===== config.mk =====
export PLATFORM = sky130hd
export DESIGN_NAME = mem_arbiter_flat
export DESIGN_NICKNAME = d
export VERILOG_FILES = /design/src/rtl/mem_arbiter_if.sv /design/src/rtl/mem_arbiter.sv /design/src/flat_wrapper.sv
export SDC_FILE = /design/constraint.sdc
export NUM_CORES = 1
export LEC_CHECK = 0
export CORE_ASPECT_RATIO = 1.4
export CORE_MARGIN = 1.5
export CORE_UTILIZATION = 35
export DETAILED_ROUTE_END_ITERATION = 10
export PLACE_DENSITY = 0.71
export SETUP_SLACK_MARGIN = 0.15
export SLEW_MARGIN = 15
export SYNTH_ARGS = -nofsm -noshare
export SYNTH_HDL_FRONTEND = slang
export SYNTH_SLANG_ARGS = --single-unit

===== constraint.sdc =====
create_clock -name clk -period 4.6 [get_ports clk]
set_input_delay 0.46 -clock clk [delete_from_list [all_inputs] [get_ports clk]]
set_output_delay 0.46 -clock clk [all_outputs]
set_load 0.02 [all_outputs]

===== src/rtl/mem_arbiter_if.sv =====
// mem_arbiter_if: bundle of the two master request/response channels and the
// memory data-port pins used by mem_arbiter. The slave modport is the arbiter's
// view; the master modport is the view of whatever drives the requests and
// models the memory.
interface mem_arbiter_if;
  logic        m0_req;
  logic [31:0] m0_addr;
  logic [2:0]  m0_write_enable;
  logic [31:0] m0_data_in;
  logic        m0_ack;
  logic [31:0] m0_data_out;

  logic        m1_req;
  logic [31:0] m1_addr;
  logic [2:0]  m1_write_enable;
  logic [31:0] m1_data_in;
  logic        m1_ack;
  logic [31:0] m1_data_out;

  logic [31:0] mem_addr;
  logic [2:0]  mem_write_enable;
  logic [31:0] mem_data_in;
  logic [31:0] mem_data_out;

  logic [1:0]  grant;
  logic        busy;

  modport slave (
    input  m0_req, m0_addr, m0_write_enable, m0_data_in,
    output m0_ack, m0_data_out,
    input  m1_req, m1_addr, m1_write_enable, m1_data_in,
    output m1_ack, m1_data_out,
    output mem_addr, mem_write_enable, mem_data_in,
    input  mem_data_out,
    output grant, busy
  );

  modport master (
    output m0_req, m0_addr, m0_write_enable, m0_data_in,
    input  m0_ack, m0_data_out,
    output m1_req, m1_addr, m1_write_enable, m1_data_in,
    input  m1_ack, m1_data_out,
    input  mem_addr, mem_write_enable, mem_data_in,
    output mem_data_out,
    input  grant, busy
  );
endinterface


===== src/rtl/mem_arbiter.sv =====
// mem_arbiter: shares the single data port of memory between master 0 (CPU
// load/store unit) and master 1 (DMA / debug). Each request is latched,
// driven onto the memory port for one ACCESS cycle, and answered with a
// one-cycle ack carrying the read data (RESP).
//
// Build option: define MEM_ARB_ROUND_ROBIN_EN to break ties in favour of the
// master that did not win last; otherwise master 0 always wins ties.
module mem_arbiter (
  input logic         clk,
  input logic         rst,
  mem_arbiter_if.slave bus
);

  localparam logic [1:0] IDLE   = 2'd0;
  localparam logic [1:0] ACCESS = 2'd1;
  localparam logic [1:0] RESP   = 2'd2;

  logic [1:0]  state_r;
  logic [1:0]  grant_r;
  logic        busy_r;
  logic        m0_ack_r;
  logic        m1_ack_r;
  logic [31:0] m0_data_out_r;
  logic [31:0] m1_data_out_r;
  logic [31:0] mem_addr_r;
  logic [2:0]  mem_write_enable_r;
  logic [31:0] mem_data_in_r;

  // Winner of the current IDLE cycle: 1'b0 = master 0, 1'b1 = master 1.
  logic        win_s;
  logic        req_any_s;

`ifdef MEM_ARB_ROUND_ROBIN_EN
  // Winner of the most recent IDLE->ACCESS transition.
  logic        last_grant_r;
`endif

  assign req_any_s = bus.m0_req | bus.m1_req;

  // Pick the winner among the current requesters.
  always_comb begin
    win_s = 1'b0;
    if (bus.m0_req && bus.m1_req) begin
`ifdef MEM_ARB_ROUND_ROBIN_EN
      win_s = ~last_grant_r;
`else
      win_s = 1'b0;
`endif
    end else if (bus.m1_req) begin
      win_s = 1'b1;
    end else begin
      win_s = 1'b0;
    end
  end

`ifdef MEM_ARB_ROUND_ROBIN_EN
  // Remember who won the last grant; reset favours master 0 on the first tie.
  always_ff @(posedge clk or posedge rst) begin
    if (rst) begin
      last_grant_r <= 1'b1;
    end else if (state_r == IDLE && req_any_s) begin
      last_grant_r <= win_s;
    end
  end
`endif

  // Transaction FSM: latch request, drive memory for one cycle, pulse ack.
  always_ff @(posedge clk or posedge rst) begin
    if (rst) begin
      state_r            <= IDLE;
      grant_r            <= 2'b00;
      busy_r             <= 1'b0;
      m0_ack_r           <= 1'b0;
      m1_ack_r           <= 1'b0;
      m0_data_out_r      <= 32'h0000_0000;
      m1_data_out_r      <= 32'h0000_0000;
      mem_addr_r         <= 32'h0000_0000;
      mem_write_enable_r <= 3'b000;
      mem_data_in_r      <= 32'h0000_0000;
    end else begin
      case (state_r)
        IDLE: begin
          if (req_any_s) begin
            if (win_s) begin
              mem_addr_r         <= bus.m1_addr;
              mem_write_enable_r <= bus.m1_write_enable;
              mem_data_in_r      <= bus.m1_data_in;
              grant_r            <= 2'b10;
            end else begin
              mem_addr_r         <= bus.m0_addr;
              mem_write_enable_r <= bus.m0_write_enable;
              mem_data_in_r      <= bus.m0_data_in;
              grant_r            <= 2'b01;
            end
            busy_r  <= 1'b1;
            state_r <= ACCESS;
          end
        end
        ACCESS: begin
          // Memory read data is combinational from mem_addr; capture it now.
          mem_write_enable_r <= 3'b000;
          if (grant_r[1]) begin
            m1_data_out_r <= bus.mem_data_out;
            m1_ack_r      <= 1'b1;
          end else begin
            m0_data_out_r <= bus.mem_data_out;
            m0_ack_r      <= 1'b1;
          end
          state_r <= RESP;
        end
        RESP: begin
          // Requests are deliberately ignored here so a held req is not
          // re-granted during its own ack cycle.
          m0_ack_r <= 1'b0;
          m1_ack_r <= 1'b0;
          grant_r  <= 2'b00;
          busy_r   <= 1'b0;
          state_r  <= IDLE;
        end
        default: begin
          mem_write_enable_r <= 3'b000;
          m0_ack_r           <= 1'b0;
          m1_ack_r           <= 1'b0;
          grant_r            <= 2'b00;
          busy_r             <= 1'b0;
          state_r            <= IDLE;
        end
      endcase
    end
  end

  assign bus.grant            = grant_r;
  assign bus.busy             = busy_r;
  assign bus.m0_ack           = m0_ack_r;
  assign bus.m1_ack           = m1_ack_r;
  assign bus.m0_data_out      = m0_data_out_r;
  assign bus.m1_data_out      = m1_data_out_r;
  assign bus.mem_addr         = mem_addr_r;
  assign bus.mem_write_enable = mem_write_enable_r;
  assign bus.mem_data_in      = mem_data_in_r;

endmodule


===== src/flat_wrapper.sv =====
// flat-port wrapper written by rule: the top's interface ports become plain ports
module mem_arbiter_flat 
  (clk, rst, bus_m0_req, bus_m0_addr, bus_m0_write_enable, bus_m0_data_in, bus_m0_ack, bus_m0_data_out, bus_m1_req, bus_m1_addr, bus_m1_write_enable, bus_m1_data_in, bus_m1_ack, bus_m1_data_out, bus_mem_addr, bus_mem_write_enable, bus_mem_data_in, bus_mem_data_out, bus_grant, bus_busy);
  mem_arbiter_if bus_i ();
  input logic clk;
  input logic rst;
  input wire logic [$bits(bus_i.m0_req)-1:0] bus_m0_req;
  input wire logic [$bits(bus_i.m0_addr)-1:0] bus_m0_addr;
  input wire logic [$bits(bus_i.m0_write_enable)-1:0] bus_m0_write_enable;
  input wire logic [$bits(bus_i.m0_data_in)-1:0] bus_m0_data_in;
  output wire logic [$bits(bus_i.m0_ack)-1:0] bus_m0_ack;
  output wire logic [$bits(bus_i.m0_data_out)-1:0] bus_m0_data_out;
  input wire logic [$bits(bus_i.m1_req)-1:0] bus_m1_req;
  input wire logic [$bits(bus_i.m1_addr)-1:0] bus_m1_addr;
  input wire logic [$bits(bus_i.m1_write_enable)-1:0] bus_m1_write_enable;
  input wire logic [$bits(bus_i.m1_data_in)-1:0] bus_m1_data_in;
  output wire logic [$bits(bus_i.m1_ack)-1:0] bus_m1_ack;
  output wire logic [$bits(bus_i.m1_data_out)-1:0] bus_m1_data_out;
  output wire logic [$bits(bus_i.mem_addr)-1:0] bus_mem_addr;
  output wire logic [$bits(bus_i.mem_write_enable)-1:0] bus_mem_write_enable;
  output wire logic [$bits(bus_i.mem_data_in)-1:0] bus_mem_data_in;
  input wire logic [$bits(bus_i.mem_data_out)-1:0] bus_mem_data_out;
  output wire logic [$bits(bus_i.grant)-1:0] bus_grant;
  output wire logic [$bits(bus_i.busy)-1:0] bus_busy;
  assign bus_i.m0_req = bus_m0_req;
  assign bus_i.m0_addr = bus_m0_addr;
  assign bus_i.m0_write_enable = bus_m0_write_enable;
  assign bus_i.m0_data_in = bus_m0_data_in;
  assign bus_m0_ack = bus_i.m0_ack;
  assign bus_m0_data_out = bus_i.m0_data_out;
  assign bus_i.m1_req = bus_m1_req;
  assign bus_i.m1_addr = bus_m1_addr;
  assign bus_i.m1_write_enable = bus_m1_write_enable;
  assign bus_i.m1_data_in = bus_m1_data_in;
  assign bus_m1_ack = bus_i.m1_ack;
  assign bus_m1_data_out = bus_i.m1_data_out;
  assign bus_mem_addr = bus_i.mem_addr;
  assign bus_mem_write_enable = bus_i.mem_write_enable;
  assign bus_mem_data_in = bus_i.mem_data_in;
  assign bus_i.mem_data_out = bus_mem_data_out;
  assign bus_grant = bus_i.grant;
  assign bus_busy = bus_i.busy;
  mem_arbiter u_core (.clk(clk), .rst(rst), .bus(bus_i));
endmodule

==> impl_metrics.env, run 1 <==
export IMPL_drt_first_iter_violations=139
export IMPL_syn_area_sq_um=6200
export IMPL_number_of_antenna_violations_at_the_first_check_in_global_routing=0
export IMPL_dr_vias=4324
export IMPL_cts_hold_buf=0
export IMPL_globalRoute_totalOverflow=0
export IMPL_first_pass_iters=4
export IMPL_grt_max_degree=90
export IMPL_synth_seq_area_share_pct=55.7
export IMPL_worstHoldPathType="flip-flop to flip-flop"
export IMPL_postCtsSetupBuffers=0
export IMPL_die_h_um=161
export IMPL_post_cts_resize_count=0
export IMPL_die_width_um=116
export IMPL_area_growth_syn_to_layout_pct=60.8
export IMPL_worstSkewPairLatency_ps=410
export IMPL_worst_path_max_delay_cell="sky130_fd_sc_hd__clkdlybuf4s50_1"
export IMPL_synth_top_cells_by_count="sky130_fd_sc_hd__dfrtp_1 (138), sky130_fd_sc_hd__mux2_2 (136), sky130_fd_sc_hd__mux2_4 (56), sky130_fd_sc_hd__buf_2 (11), sky130_fd_sc_hd__buf_6 (5)"
export IMPL_startpoint_type="input port"
export IMPL_numClockSinks=138
export IMPL_numPortBuffers=305
export IMPL_timing_worst_slew_pin_value_ps=901
export IMPL_crit_chain="clkdlybuf4s50_1 > nand2b_4 > buf_4 > mux2_2 > mux2_2"
export IMPL_timing_critical_path_arrival_ps=2580
export IMPL_power_density_cell_area_nw_per_um2=706
export IMPL_cp_startpoint="bus_m0_req"
export IMPL_syn_inst=376
export IMPL_cpPeakStageDelay_ps=510
export IMPL_synth_area_per_cell_sq_um=16.5
export IMPL_antenna_diode_count=0
export IMPL_status="finished, final reports clean"
export IMPL_p_total_mw=7.04
export IMPL_power_ir_vdd_worst_uv=362
export IMPL_grt_pass1_vias=4945
export IMPL_cp_max_fo=28
export IMPL_path_clk_slew_ps=60
export IMPL_die_area_sq_um=18500
export IMPL_cts_tree="yes"
export IMPL_detailedPlace_worstSlack_ps=1890
export IMPL_placed_wire_length_estimate_um=12900
export IMPL_cts_path_max_buffers=2
export IMPL_crit_type="input port to flip-flop"
export IMPL_coreArea_sq_um=17300
export IMPL_final_nets=854
export IMPL_worst_r2r_cell_count=3
export IMPL_timing_final_setup_violations=0
export IMPL_rr_endpoint="u_core.bus.mem_addr[16]"
export IMPL_drive_gt1_share_pct=33.7
export IMPL_synthDominantAreaCellType="sky130_fd_sc_hd__dfrtp_1"
export IMPL_number_of_register_bits_inferred_by_synthesis=138
export IMPL_rsz0062_at_grt="false"
export IMPL_fmax_ghz=0.437
export IMPL_ff2ff_setup_slack_ps=2640
export IMPL_timing_max_transition_violations_final=0
export IMPL_postRouteWirelength_um=17200
export IMPL_finalHoldViolations=0
export IMPL_worst_path_stages=5
export IMPL_place_gp_congestion=0.762
export IMPL_synth_distinct_cells=23
export IMPL_synth_yosys_warnings=0
export IMPL_setup_tns_ps=0
export IMPL_initial_core_util_pct=35.8
export IMPL_synthArstFlopShare_pct=100
export IMPL_placed_cells_incl_taps=901
export IMPL_max_cap_viol_count=0
export IMPL_leading_post_synthesis_cells_by_cell_area="sky130_fd_sc_hd__dfrtp_1 (56%), sky130_fd_sc_hd__mux2_2 (25%), sky130_fd_sc_hd__mux2_4 (14%)"
export IMPL_yosysTopAreaCellShare_pct=55.7
export IMPL_clock_skew_ps=8.82
export IMPL_maxSlewHeadroom_pct=40.0
export IMPL_timing_critical_path_to="u_core.bus.mem_addr[4]"
export IMPL_p_leak_nw=4.18
export IMPL_finalCritPeriodShare_pct=49.8
export IMPL_synth_ff_type="sky130_fd_sc_hd__dfrtp_1"
export IMPL_final_period_minus_worst_setup_slack_ps=2290
export IMPL_worstPathRequired_ps=4890
export IMPL_wl_per_cell_um=18.4
export IMPL_synth_most_common_cell="sky130_fd_sc_hd__dfrtp_1"
export IMPL_grt_pass1_wl_um=26400
export IMPL_routed_via_density=4.63
export IMPL_critical_path_most_common_cell="sky130_fd_sc_hd__mux2_2"
export IMPL_cts_max_level=4
export IMPL_number_of_non_filler_instances_in_the_completed_layout=933
export IMPL_synth_edff_count=0
export IMPL_grt_use_total_pct=19.0
export IMPL_end_kind="flip-flop"
export IMPL_io_pin_count=306
export IMPL_cts_root_buffer="sky130_fd_sc_hd__clkbuf_16"
export IMPL_net_count_of_the_mapped_netlist=546
export IMPL_cts_buffers=17
export IMPL_postLayoutSetupSlackWorst_ps=2310
export IMPL_std_cell_rows=57
export IMPL_critical_path_buf_inv_count=2
export IMPL_critical_path_reg2reg_startpoint="u_core.state_r[1]"
export IMPL_cp_top_family="buffers and inverters"
export IMPL_drc=0
export IMPL_detail_route_antenna_nets=0
cells by family (layout without fill, tap and decap cells):
family                 after synthesis  count (layout)  synth area share, %
and+or+nand+nor                      9               9                 1.19
AOI/OAI and AO/OA                    9               9                 1.11
buffers and inverters               25             346                 3.25
DFF                                138             138                 55.7
muxes                              195             195                 38.8
layout by cell type, fill, tap and decap left out, drive strengths merged:
cell type	count
nor3	1
o21ai	1
nor2	2
a21o	2
nand2	1
nand2b	2
a22o	3
a21oi	1
o21ba	1
mux2	195
buf	5
clkdlybuf4s50	305
inv	11
nor2b	2
clkbuf	18
a211oi	1
bufinv	1
clkinv	2
clkinvlp	4
and2	1
dfrtp	138
worst min-delay path by stage:
stage                               start                    endpoint  slack [ps]  depth (start not counted)
6_report                  u_core.bus.busy             u_core.bus.busy         490                          1
5_1_grt        u_core.bus.m1_data_out[30]  u_core.bus.m1_data_out[30]         520                          1
4_1_cts                   u_core.bus.busy             u_core.bus.busy         500                          1
3_5_place_dp              u_core.bus.busy             u_core.bus.busy         470                          1
3_3_place_gp            u_core.bus.m0_ack           u_core.bus.m0_ack         470                          1
2_1_floorplan           u_core.state_r[1]         u_core.bus.grant[0]         560                          1
per-stage QoR:
| stage | area, sq um | hold WS [ps] | util, % |
|---|---|---|---|
| final | 9970 | 495 | 57.6 |
| after global routing | 9970 | 516 | 57.6 |
| after CTS | 9970 | 496 | 57.6 |
| after detailed placement | 9410 | 469 | 54.3 |
| after global placement | 9410 | 467 | 54.3 |
| after floorplan | 6200 | 563 | - |
layer usage:
layer	up-vias	routed length, um	global-route usage [%]
met4	0	724	10.3
met5	-	0	0
met3	40	1070	5.70
met2	182	9490	34.9
met1	2138	5910	18.8
li1	1964	-	-
sequential cells by signal (all words and copies together), names as in the netlist:
signal / count
u_core.bus.m1_data_out: 32
u_core.bus.m0_data_out: 32
u_core.bus.m0_ack: 1
u_core.bus.mem_addr: 32
u_core.bus.busy: 1
u_core.bus.mem_write_enable: 3
u_core.bus.mem_data_in: 32
u_core.state_r: 2
u_core.bus.grant: 2
u_core.bus.m1_ack: 1
layout make-up:
type | instances | area (sq um)
clock inverter | 14 | 138
inverter | 4 | 20.0
sequential | 138 | 3450
multi-input combinational | 213 | 2550
clock buffer | 18 | 429
timing repair buffer | 310 | 3090
tap | 236 | 295
fill | 1432 | 7360
power by group:
| part | internal, mW | switching [mW] | total (mW) | leakage (nW) |
|---|---|---|---|---|
| Combinational | 1.95 | 1.59 | 3.54 | 2.30 |
| Sequential | 1.84 | 0.339 | 2.18 | 1.62 |
| Clock | 0.757 | 0.559 | 1.32 | 0.267 |
| Total | 4.55 | 2.49 | 7.04 | 4.18 |
No activity file was read; power rests on OpenSTA's default activity.
==> run 2: changes to the inputs <==
Clock period 4.6 ns to 2.3 ns, I/O delays scaled along.
==> run 2 against run 1 <==
Effect of this change:
- worst setup slack got worse by 1700 ps
- global-route usage decreased by 0.71 points
- clock skew increased by 0.85 ps
- clock power increased by 100%
- register-to-register slack got worse by 2100 ps
- hold slack got worse by 110 ps
- critical path depth decreased by 1
- die area unchanged
- design area increased by 0.73%
- sequential share of layout area decreased by 0.25 points
- sequential power increased by 100%
- critical path type is now flip-flop to flip-flop
==> impl_metrics.env, run 2 (synthesized netlist as in run 1, its figures left out) <==
export IMPL_status="finished, final reports clean"
export IMPL_worstSkewPairLatency_ps=420
export IMPL_timing_critical_path_arrival_ps=2010
export IMPL_number_of_antenna_violations_at_the_first_check_in_global_routing=0
export IMPL_maxSlewHeadroom_pct=51.3
export IMPL_finalCritPeriodShare_pct=74.7
export IMPL_first_pass_iters=4
export IMPL_internal_power_mw=9.26
export IMPL_critical_path_buf_inv_count=1
export IMPL_cts_hold_buf=0
export IMPL_grt_pass1_vias=4809
export IMPL_numPortBuffers=305
export IMPL_dr_vias=4283
export IMPL_area_growth_syn_to_layout_pct=62.0
export IMPL_crit_chain="nor2b_2 > and2_4 > buf_4 > mux2_4"
export IMPL_globalRoute_totalOverflow=0
export IMPL_cts_root_buffer="sky130_fd_sc_hd__clkbuf_16"
export IMPL_cts_path_max_buffers=2
export IMPL_path_clk_slew_ps=60
export IMPL_commonest_non_fill_non_tap_cell_in_the_layout="sky130_fd_sc_hd__clkdlybuf4s50_1"
export IMPL_postRouteWirelength_um=16600
export IMPL_p_leak_nw=4.21
export IMPL_drc=0
export IMPL_wl_per_cell_um=17.8
export IMPL_cts_tree="yes"
export IMPL_max_cap_viol_count=0
export IMPL_drive_gt1_share_pct=33.7
export IMPL_cpPeakStageDelay_ps=480
export IMPL_final_nets=857
export IMPL_setup_tns_ps=0
export IMPL_die_width_um=116
export IMPL_cp_top_family="simple AND/OR/NAND/NOR gates"
export IMPL_p_sw_share_pct=34.5
export IMPL_clock_power_share_pct=18.7
export IMPL_ff2ff_setup_slack_ps=580
export IMPL_cts_max_level=4
export IMPL_power_density_cell_area_nw_per_um2=1410
export IMPL_post_cts_resize_count=0
export IMPL_crit_type="flip-flop to flip-flop"
export IMPL_critical_path_reg2reg_startpoint="u_core.state_r[1]"
export IMPL_worstPathRequired_ps=2600
export IMPL_combinationalPowerShare_pct=50.4
export IMPL_routed_top_layer="met4"
export IMPL_cts_buffers=17
export IMPL_placed_cells_incl_taps=904
export IMPL_timing_max_transition_violations_final=0
export IMPL_numClockSinks=138
export IMPL_worst_path_max_delay_cell="sky130_fd_sc_hd__dfrtp_1"
export IMPL_std_cell_rows=57
export IMPL_met3_length_um=977
export IMPL_grt_pass1_wl_um=25600
export IMPL_grt_max_degree=139
export IMPL_rsz0062_at_grt="false"
export IMPL_die_h_um=161
export IMPL_grt_use_total_pct=18.3
export IMPL_final_core_util_pct=58.0
export IMPL_commonest_cells_after_routing_fill_and_taps_aside="sky130_fd_sc_hd__clkdlybuf4s50_1 (305), sky130_fd_sc_hd__dfrtp_1 (138), sky130_fd_sc_hd__mux2_2 (136)"
export IMPL_die_area_sq_um=18500
export IMPL_wl_met2_um=9010
export IMPL_final_period_minus_worst_setup_slack_ps=1720
export IMPL_initial_core_util_pct=35.8
export IMPL_worst_r2r_cell_count=4
export IMPL_detail_route_antenna_nets=0
export IMPL_finalHoldViolations=0
export IMPL_end_kind="flip-flop"
export IMPL_rr_endpoint="u_core.bus.m0_data_out[18]"
export IMPL_pwr_share_seq_pct=30.9
export IMPL_routed_via_density=4.59
export IMPL_cp_max_fo=15
export IMPL_power_ir_vdd_worst_uv=683
export IMPL_fmax_ghz=0.582
export IMPL_drt_met1_wl_um=5950
export IMPL_postCtsSetupBuffers=0
export IMPL_timing_worst_slew_pin_value_ps=730
export IMPL_clock_skew_ps=9.67
export IMPL_timing_final_setup_violations=0
export IMPL_number_of_non_filler_instances_in_the_completed_layout=934
export IMPL_io_pin_count=306
export IMPL_switching_power_mw=4.89
export IMPL_startpoint_type="flip-flop"
export IMPL_worstHoldPathType="input port to asynchronous set/reset pin"
export IMPL_coreArea_sq_um=17300
export IMPL_place_gp_congestion=0.791
export IMPL_drt_first_iter_violations=131
export IMPL_placed_wire_length_estimate_um=12500
export IMPL_antenna_diode_count=0
## run 2: worst max-delay path by stage
| stage | startpoint | end | slack [ps] | depth (start not counted) |
|---|---|---|---|---|
| final | u_core.state_r[1] | u_core.bus.m0_data_out[18] | 580 | 4 |
| after global routing | u_core.state_r[0] | u_core.bus.m0_data_out[18] | 500 | 4 |
| after CTS | u_core.state_r[1] | u_core.bus.m0_data_out[18] | 570 | 4 |
| after detailed placement | bus_m0_req | u_core.bus.mem_addr[10] | 250 | 5 |
| after global placement | bus_m0_req | u_core.bus.mem_addr[8] | 310 | 5 |
| after floorplan | rst | u_core.bus.busy | 350 | 1 |
## run 2: cell type report
class / count / area [sq um]
flip-flops and latches: 138 / 3450
fillers: 1428 / 7280
inverters: 4 / 18.8
multi-input cells: 213 / 2550
repair buffers: 313 / 3160
clock buffers: 20 / 447
clock inverters: 10 / 121
well taps: 236 / 295
## run 2: routing by layer
layer  GRT usage (%)  vias to the layer above
met4            9.26                        0
met3            4.98                       39
met5               0                        -
met2            32.2                      166
met1            19.9                     2114
li1                -                     1964
## run 2: metrics by stage
step	power [mW]	cell area, sq um	hold slack, ps	setup WS (ps)
2_1_floorplan	8.27	6210	378	349
3_3_place_gp	11.5	9480	466	312
3_5_place_dp	11.6	9480	483	249
4_1_cts	14.3	10000	428	570
5_1_grt	14.9	10000	439	504
6_report	14.1	10000	388	582
## run 2: worst register-to-register path, delay by kind of cell (launching register included)
| family | cells | cell delay, ps |
|---|---|---|
| buffers and inverters | 1 | 250 |
| flip-flops | 1 | 480 |
| AND/OR/NAND/NOR | 2 | 560 |
| multiplexers | 1 | 320 |
## run 2: power by group through the flow
| stage | Clock, mW | Combinational, mW | Sequential [mW] |
|---|---|---|---|
| after floorplan | 0 | 2.42 | 5.85 |
| after global placement | 0 | 7.12 | 4.34 |
| after detailed placement | 0 | 7.22 | 4.41 |
| after CTS | 2.72 | 7.24 | 4.39 |
| after global routing | 2.84 | 7.48 | 4.53 |
| final | 2.64 | 7.13 | 4.37 |
